**src/rtl/alu_nibble_serial_if.sv**
```systemverilog
// Handshake and operand/result bundle for alu_nibble_serial.
// master drives the request, slave is the ALU.
interface alu_nibble_serial_if #(
   parameter int WIDTH = 16
);
   logic             start;
   logic [WIDTH-1:0] a;
   logic [WIDTH-1:0] b;
   logic [3:0]       s;
   logic             m;
   logic             cin;
   logic             busy;
   logic             done;
   logic [WIDTH-1:0] f;
   logic             cout;
   logic             zero;
   logic             aeqb;

   modport master (
      output start, a, b, s, m, cin,
      input  busy, done, f, cout, zero, aeqb
   );

   modport slave (
      input  start, a, b, s, m, cin,
      output busy, done, f, cout, zero, aeqb
   );
endinterface

```
**src/rtl/alu_nibble_serial.sv**
```systemverilog
// Multi-cycle 74181-function ALU: SLICES nibbles per clock, LSB group first,
// with the carry held in a register between groups.
module alu_nibble_serial #(
   parameter int WIDTH  = 16,
   parameter int SLICES = 1
) (
   input logic               clk,
   input logic               reset,
   alu_nibble_serial_if.slave bus
);

   localparam int GS = 4 * SLICES;
   localparam int N  = WIDTH / GS;
   localparam int GW = (N > 1) ? $clog2(N) : 1;

   typedef enum logic {IDLE, RUN} state_t;

   state_t           state;
   logic [WIDTH-1:0] a_r, b_r, part;
   logic [3:0]       s_r;
   logic             m_r;
   logic             carry;
   logic [GW-1:0]    grp;
   logic             busy_r, done_r, cout_r, zero_r, aeqb_r;
   logic [WIDTH-1:0] f_r;

   logic [GS-1:0]    a_g, b_g, grp_f;
   logic [WIDTH-1:0] part_next;
   logic             c_top;

   // One 74181 nibble: returns {carry_out, f[3:0]}. Logic mode never carries.
   function automatic logic [4:0] nib_eval(input logic [3:0] x4, input logic [3:0] y4,
                                           input logic [3:0] sel, input logic mode,
                                           input logic c);
      logic [3:0] x, y, l;
      logic [4:0] sum;
      x = '0;
      y = '0;
      l = '0;
      case (sel)
         4'd0:    begin x = x4;        y = 4'h0;     l = ~x4;        end
         4'd1:    begin x = x4 | y4;   y = 4'h0;     l = ~(x4 | y4); end
         4'd2:    begin x = x4 | ~y4;  y = 4'h0;     l = ~x4 & y4;   end
         4'd3:    begin x = 4'h0;      y = 4'hF;     l = 4'h0;       end
         4'd4:    begin x = x4;        y = x4 & ~y4; l = ~(x4 & y4); end
         4'd5:    begin x = x4 | y4;   y = x4 & ~y4; l = ~y4;        end
         4'd6:    begin x = x4;        y = ~y4;      l = x4 ^ y4;    end
         4'd7:    begin x = x4 & ~y4;  y = 4'hF;     l = x4 & ~y4;   end
         4'd8:    begin x = x4;        y = x4 & y4;  l = ~x4 | y4;   end
         4'd9:    begin x = x4;        y = y4;       l = ~(x4 ^ y4); end
         4'd10:   begin x = x4 | ~y4;  y = x4 & y4;  l = y4;         end
         4'd11:   begin x = x4 & y4;   y = 4'hF;     l = x4 & y4;    end
         4'd12:   begin x = x4;        y = x4;       l = 4'hF;       end
         4'd13:   begin x = x4 | y4;   y = x4;       l = x4 | ~y4;   end
         4'd14:   begin x = x4 | ~y4;  y = x4;       l = x4 | y4;    end
         default: begin x = x4;        y = 4'hF;     l = x4;         end
      endcase
      sum = {1'b0, x} + {1'b0, y} + {4'b0, c};
      return mode ? {1'b0, l} : sum;
   endfunction

   // NOTE: every always_comb output gets a default before any branch so no latch is inferred.
   always_comb begin
      logic       c;
      logic [4:0] r;
      c         = carry;
      r         = '0;
      grp_f     = '0;
      a_g       = a_r[int'(grp) * GS +: GS];
      b_g       = b_r[int'(grp) * GS +: GS];
      for (int i = 0; i < SLICES; i++) begin
         r              = nib_eval(a_g[4*i +: 4], b_g[4*i +: 4], s_r, m_r, c);
         grp_f[4*i +: 4] = r[3:0];
         c              = r[4];
      end
      c_top     = c;
      part_next = part;
      part_next[int'(grp) * GS +: GS] = grp_f;
   end

   // NOTE: sequential state uses non-blocking assignments only, so every register samples pre-edge values.
   always_ff @(posedge clk or posedge reset) begin
      if (reset) begin
         state  <= IDLE;
         a_r    <= '0;
         b_r    <= '0;
         s_r    <= '0;
         m_r    <= 1'b0;
         carry  <= 1'b0;
         grp    <= '0;
         part   <= '0;
         busy_r <= 1'b0;
         done_r <= 1'b0;
         f_r    <= '0;
         cout_r <= 1'b0;
         zero_r <= 1'b0;
         aeqb_r <= 1'b0;
      end else begin
         done_r <= 1'b0;
         case (state)
            IDLE: begin
               if (bus.start) begin
                  a_r    <= bus.a;
                  b_r    <= bus.b;
                  s_r    <= bus.s;
                  m_r    <= bus.m;
                  carry  <= bus.cin;
                  grp    <= '0;
                  part   <= '0;
                  busy_r <= 1'b1;
                  state  <= RUN;
               end
            end
            default: begin
               part  <= part_next;
               carry <= c_top;
               if (grp == GW'(N - 1)) begin
                  // Flags come from part_next so they register alongside f, not derived from f_r.
                  f_r    <= part_next;
                  cout_r <= m_r ? 1'b0 : c_top;
                  zero_r <= (part_next == '0);
                  aeqb_r <= &part_next;
                  done_r <= 1'b1;
                  busy_r <= 1'b0;
                  grp    <= '0;
                  state  <= IDLE;
               end else begin
                  grp <= grp + 1'b1;
               end
            end
         endcase
      end
   end

   assign bus.busy = busy_r;
   assign bus.done = done_r;
   assign bus.f    = f_r;
   assign bus.cout = cout_r;
   assign bus.zero = zero_r;
   assign bus.aeqb = aeqb_r;

endmodule

```
**src/flat_wrapper.sv**
```systemverilog
// flat-port wrapper written by rule: the top's interface ports become plain ports
module alu_nibble_serial_flat 
#(
   parameter int WIDTH  = 16,
   parameter int SLICES = 1
)
  (clk, reset, bus_start, bus_a, bus_b, bus_s, bus_m, bus_cin, bus_busy, bus_done, bus_f, bus_cout, bus_zero, bus_aeqb);
  alu_nibble_serial_if #(.WIDTH(WIDTH)) bus_i ();
  input logic clk;
  input logic reset;
  input wire logic [$bits(bus_i.start)-1:0] bus_start;
  input wire logic [$bits(bus_i.a)-1:0] bus_a;
  input wire logic [$bits(bus_i.b)-1:0] bus_b;
  input wire logic [$bits(bus_i.s)-1:0] bus_s;
  input wire logic [$bits(bus_i.m)-1:0] bus_m;
  input wire logic [$bits(bus_i.cin)-1:0] bus_cin;
  output wire logic [$bits(bus_i.busy)-1:0] bus_busy;
  output wire logic [$bits(bus_i.done)-1:0] bus_done;
  output wire logic [$bits(bus_i.f)-1:0] bus_f;
  output wire logic [$bits(bus_i.cout)-1:0] bus_cout;
  output wire logic [$bits(bus_i.zero)-1:0] bus_zero;
  output wire logic [$bits(bus_i.aeqb)-1:0] bus_aeqb;
  assign bus_i.start = bus_start;
  assign bus_i.a = bus_a;
  assign bus_i.b = bus_b;
  assign bus_i.s = bus_s;
  assign bus_i.m = bus_m;
  assign bus_i.cin = bus_cin;
  assign bus_busy = bus_i.busy;
  assign bus_done = bus_i.done;
  assign bus_f = bus_i.f;
  assign bus_cout = bus_i.cout;
  assign bus_zero = bus_i.zero;
  assign bus_aeqb = bus_i.aeqb;
  alu_nibble_serial #(.WIDTH(WIDTH), .SLICES(SLICES)) u_core (.clk(clk), .reset(reset), .bus(bus_i));
endmodule
```
**config.mk**
```make
export PLATFORM = sky130hd
export DESIGN_NAME = alu_nibble_serial_flat
export DESIGN_NICKNAME = d
export VERILOG_FILES = /design/src/rtl/alu_nibble_serial_if.sv /design/src/rtl/alu_nibble_serial.sv /design/src/flat_wrapper.sv
export SDC_FILE = /design/constraint.sdc
export NUM_CORES = 1
export LEC_CHECK = 0
export CORE_MARGIN = 2
export CORE_UTILIZATION = 35
export CTS_BUF_LIST = sky130_fd_sc_hd__clkbuf_4 sky130_fd_sc_hd__clkbuf_8
export DETAILED_ROUTE_END_ITERATION = 16
export GPL_TIMING_DRIVEN = 0
export SETUP_SLACK_MARGIN = 0.5
export SLEW_MARGIN = 20
export SYNTH_ARGS = -nofsm -noshare
export SYNTH_HDL_FRONTEND = slang
export SYNTH_SLANG_ARGS = --single-unit
```
**constraint.sdc**
```tcl
create_clock -name clk -period 6.4 [get_ports clk]
set_input_delay 1.28 -clock clk [delete_from_list [all_inputs] [get_ports clk]]
set_output_delay 1.28 -clock clk [all_outputs]
set_load 0.01 [all_outputs]
```
# Word level (Yosys, flattened, before mapping)
# Index checks and enable logic that the tools add are counted.
# word_totals
register_bits,78
inputBits,41
out_inout_bits,21
elab_cells,85
# classes
n_addsub,4
n_eq_ne,16
shift,4
n_mux,21
bitwise,13
n_reduce_logical,13
# op_table
op,count
$pmux W4 S15,1
$neg A4 Y33,1
$shift A4 B33 Y16 const A,1
$shiftx A4 B33 Y16,1
$mux W16,2
$shiftx A16 B5 Y4,2
$eq A4 B4 Y1 const B,7
$pmux W4 S6,1
$not A4 Y4,5
$pmux W4 S5,1
$bwmux W16,1
$eq A4 B3 Y1 const B,4
$logic_not A16 Y1,1
$reduce_and A16 Y1,1
$and A4 B4 Y4,3
$or A4 B4 Y4,3
$reduce_or A3 Y1,4
$mux W1,11
$eq A4 B2 Y1 const B,2
$mux W2,3
$reduce_and A2 Y1,3
$add A4 B4 Y5,1
$add A5 B1 Y5,1
$mux W5,1
9 further kinds,10

# Logic depth before layout (Yosys ltp)
# logic_depth
ltp_word,10
ltp_mapped,18
depth_no_buf,17

# Least setup slack after synthesis
# No wires, ideal clock.
# synth_path
path_type,reg2reg
from,register u_core.grp[0]
to,"register u_core.zero_r, in the netlist u_core.bus.zero"
setup_ps,92
t_arrival_ps,4807
t_required_ps,6308
setup_slack_ps,1502
path_stages_with_launch,19
n_path_buf,1
synth_period_minus_slack_ps,4898
path_cell_list,dfrtp_1 buf_2 mux4_2 inv_1 ha_1 nand3b_1 a21oi_1 a2111oi_0 a21o_1 fa_1 fa_1 xor2_1 nor2_1 or4_4 nor4_4 o32a_1 nand4_1 or4_1 o31ai_2
# synth_via
elab_chain_len,10
elab_cells_between_ends,27
cone_classes,3 x add/sub; 1 x eq/ne; 4 x shift; 5 x mux; 12 x bitwise; 2 x reduce/logical
# synth_lines
item,line,text
start: declaration,alu_nibble_serial.sv:23,logic [GW-1:0] grp;
start signal: assignment,alu_nibble_serial.sv:128,grp <= grp + 1'b1;
$shiftx A16 B5 Y4,alu_nibble_serial.sv:70,b_g = b_r[int'(grp) * GS +: GS];
$not A4 Y4,--,
$and A4 B4 Y4 or $or A4 B4 Y4 (tied branches),--,
$pmux W4 S6 or $pmux W4 S5 (tied branches),alu_nibble_serial.sv:40,case (sel)
$add A4 B4 Y5,alu_nibble_serial.sv:58,"sum = {1'b0, x} + {1'b0, y} + {4'b0, c};"
$add A5 B1 Y5,alu_nibble_serial.sv:58,
$mux W5,alu_nibble_serial.sv:59,"return mode ? {1'b0, l} : sum;"
$shiftx A4 B33 Y16,alu_nibble_serial.sv:78,part_next[int'(grp) * GS +: GS] = grp_f;
$bwmux W16,alu_nibble_serial.sv:78,
$logic_not A16 Y1,alu_nibble_serial.sv:121,zero_r <= (part_next == '0);
end signal: assignment,alu_nibble_serial.sv:121,
end: declaration,alu_nibble_serial.sv:24,"logic busy_r, done_r, cout_r, zero_r, aeqb_r;"
# Parallel ways exist; a longest one is shown, timed or not.
# A chain may end at the register's enable or synchronous reset.

# Worst setup path after layout
# Same ends and word-level chain as after synthesis.

==> metrics.txt <==
Post-synth top flop dfrtp_1; clk_skew 0.0156 ns; Crit. End Element flip-flop; WL/cell 18.2 um; Synth cell types 63; max_slew headroom between 20% and 30%; Worst EP required between 6 and 7 ns; Post-synth ARST share 100%; row count 43; Ports 62; # DRC 0; hold_buf cts 0; Post-synth EDFFs 0; yosys warns 0; Syn Inst Count 499; total die area ~15,000 um2; Finished Layout Cells ~760; Via density 5.56; Post-CTS Setup Repair Bufs 0; Setup-failing EPs final 0; total global-route track usage about a fifth; fin area about 6000 um2; Worst Path Max Fanout 10; Synth Area per Inst between 9 and 10 um2; initial antenna violation count 0; cells resized by post-CTS repair 0; Slew @ Worst Pin 1.09 ns; Critical Path AT between 5 and 6 ns; port buffer count 61; H-Tree Depth 3; # clock sinks 78; Clock Latency Late Sink around 0.37 ns; sequential share of the synthesized area 39.4%; Final TNS setup 0 ns; CP startpoint kind flip-flop; minimum clock period after layout approximately 5.5 ns; Net Count, Synth roughly 570; post-route ant nets 0; final wirelength ~14,000 um; Post-DP HPWL 10,400 um; Core ar. between 10,000 and 15,000 um2; Initial Util 35.8%; Crit Path Class reg2reg; Die H ~120 um; grt total ovfl 0; Net count, final 640; drt first pass iters 5; first-pass GRT wire length around 22,000 um; Placer Congestion between 0.9 and 1; #FFs+latches synth 78; ant diodes 0; die width 123 um; max cap viols 0; First DRT Iteration DRCs ~210; placed insts roughly 740; outcome completed; critical path, cell by cell clkbuf_4, mux4_2, inv_1, ha_1, nand3b_1, a21oi_1, a2111oi_0, a21o_1, fa_1, fa_1, xor2_1, nor2_1, or4_4, nor4_4, o32a_1, nand4_1, or4_1, o31ai_2; most frequent CP cell fa_1; via count between 4k and 5k; slowest cell on the critical path mux4_2; RSZ-0062 raised after global routing false; Hold Vio Cnt, Final 0; CTS tree built; Clock Tree Buf Depth 2; crit-path max cell delay ~0.64 ns; layout cells sized above 1 roughly 14%; synthesized area between 4000 and 5000 um2; Slew Limit Fails 0; largest net degree at the start of global routing between 50 and 60; part of the cycle the worst path needs 85.7%; Hold Crit Class reg2reg; Area Growth Syn to Fin 22.2%; clk slew on worst S/H paths 0.08 ns; Placed Area approximately 5800 um2; number of global-route vias before repair approximately 4.2k; root buffer cell clkbuf_8; Num CTS Buffers 9; fmax about 180 MHz
==> cell usage after synthesis (all sizes together) (3+ instances only) <==
library cell | number | share of area (%)
dfrtp | 78 | 39
nand2 | 43 | 3.3
mux2 | 39 | 8.9
o21ai | 35 | 3.5
inv | 33 | 2.5
ha | 25 | 6.3
nand2b | 24 | 3.0
a21oi | 23 | 2.3
clkbuf | 18 | 1.4
nor2 | 18 | 1.4
o31ai | 14 | 2.2
nor2b | 11 | 1.4
buf | 10 | 1.1
mux2i | 9 | 1.8
nor3 | 9 | 0.91
mux4 | 8 | 3.6
a221oi | 6 | 1.1
nand3 | 6 | 0.61
o22ai | 6 | 0.76
o32a | 6 | 1.2
o32ai | 6 | 1.1
nand3b | 5 | 0.76
nand4 | 5 | 0.63
nor4 | 5 | 1.2
and3 | 4 | 0.51
nor4b | 4 | 0.71
a2111oi | 3 | 0.53
and2 | 3 | 0.38
o31a | 3 | 0.53
or3 | 3 | 0.38
or4 | 3 | 0.53
==> state kept, by name, summed over array words and instances, names as in the netlist <==
register / cells
u_core.bus.done: 1
u_core.bus.aeqb: 1
u_core.carry: 1
u_core.b_r: 16
u_core.state: 1
u_core.a_r: 16
u_core.bus.f: 16
u_core.bus.zero: 1
u_core.s_r: 4
u_core.m_r: 1
u_core.bus.busy: 1
u_core.bus.cout: 1
u_core.part: 16
u_core.grp: 2
==> critical path, delay by kind of cell (launching register included) <==
kind | cells | cell delay (ns)
buf+inv | 2 | 0.43
flops | 1 | 0.46
simple gates | 6 | 1.60
xor+xnor | 1 | 0.21
fa+ha+maj | 3 | 1.03
mux | 1 | 0.64
compound gates | 5 | 1.02
==> layout make-up <==
type	instances	area (um2)
Buffer	28	125
Clock buffer	12	153
Clock inverter	3	68.8
Fill cell	1308	7780
Inverter	33	126
Multi-Input combinational cell	360	2760
Sequential cell	78	1950
Tap cell	180	225
Timing Repair Buffer	62	638
==> per-stage QoR <==
stage / setup slack (ns) / hold WS [ns] / util, %
after floorplan: 1.50 / 0.475 / -
after detailed placement: 0.654 / 0.475 / 42.1
after global placement: 0.743 / 0.470 / 41.8
final: 0.914 / 0.485 / 43.7
after CTS: 0.616 / 0.493 / 43.7
after global routing: 0.575 / 0.511 / 43.7
==> cells in the final DEF (no fill, tap or decap), types with 6 or more instances in the layout <==
cell / count
ha_1: 25
nor2b_1: 11
nor2_1: 18
a221oi_1: 6
clkbuf_1: 17
dfrtp_1: 78
o21ai_0: 34
o31ai_1: 13
clkdlybuf4s50_1: 61
o32ai_1: 6
a21oi_1: 23
nand2b_1: 24
clkbuf_8: 10
o22ai_1: 6
inv_1: 32
mux4_2: 8
nand2_1: 43
nor3_1: 9
mux2_2: 39
nand3_1: 6
mux2i_1: 9
==> per-layer routing <==
layer  global-route usage [%]  up-vias  routed length, um
met2                     30.2      134               6390
met1                     26.7     2072               6360
met5                        0        -                  0
li1                         -     1975                  -
met3                     3.60       23                697
met4                     6.97        0                309
==> worst paths after layout <==
kind                              endpoint  slack (ns)       startpoint  depth (start not counted)
max                        u_core.bus.zero        0.91    u_core.grp[0]                         18
min                        u_core.bus.f[0]        0.49  u_core.bus.f[0]                          2
max reg2reg                u_core.bus.zero        0.91    u_core.grp[0]                         18
min reg2reg                u_core.bus.f[0]        0.49  u_core.bus.f[0]                          2
max in group asynchronous   u_core.b_r[10]        4.56            reset                          3
min in group asynchronous  u_core.bus.f[3]        1.25            reset                          2
==> cells by family after synthesis <==
group,count (synthesis),synth area share (%)
compound gates,122,16.5
xor+xnor,2,0.354
fa+ha+maj,27,7.13
buf+inv,61,4.93
flops,78,39.4
mux,56,14.3
simple gates,153,17.3
Power is left out: the tool's default activity adds up to more than one toggle a clock period on the data nets, which glitch-free logic cannot reach.
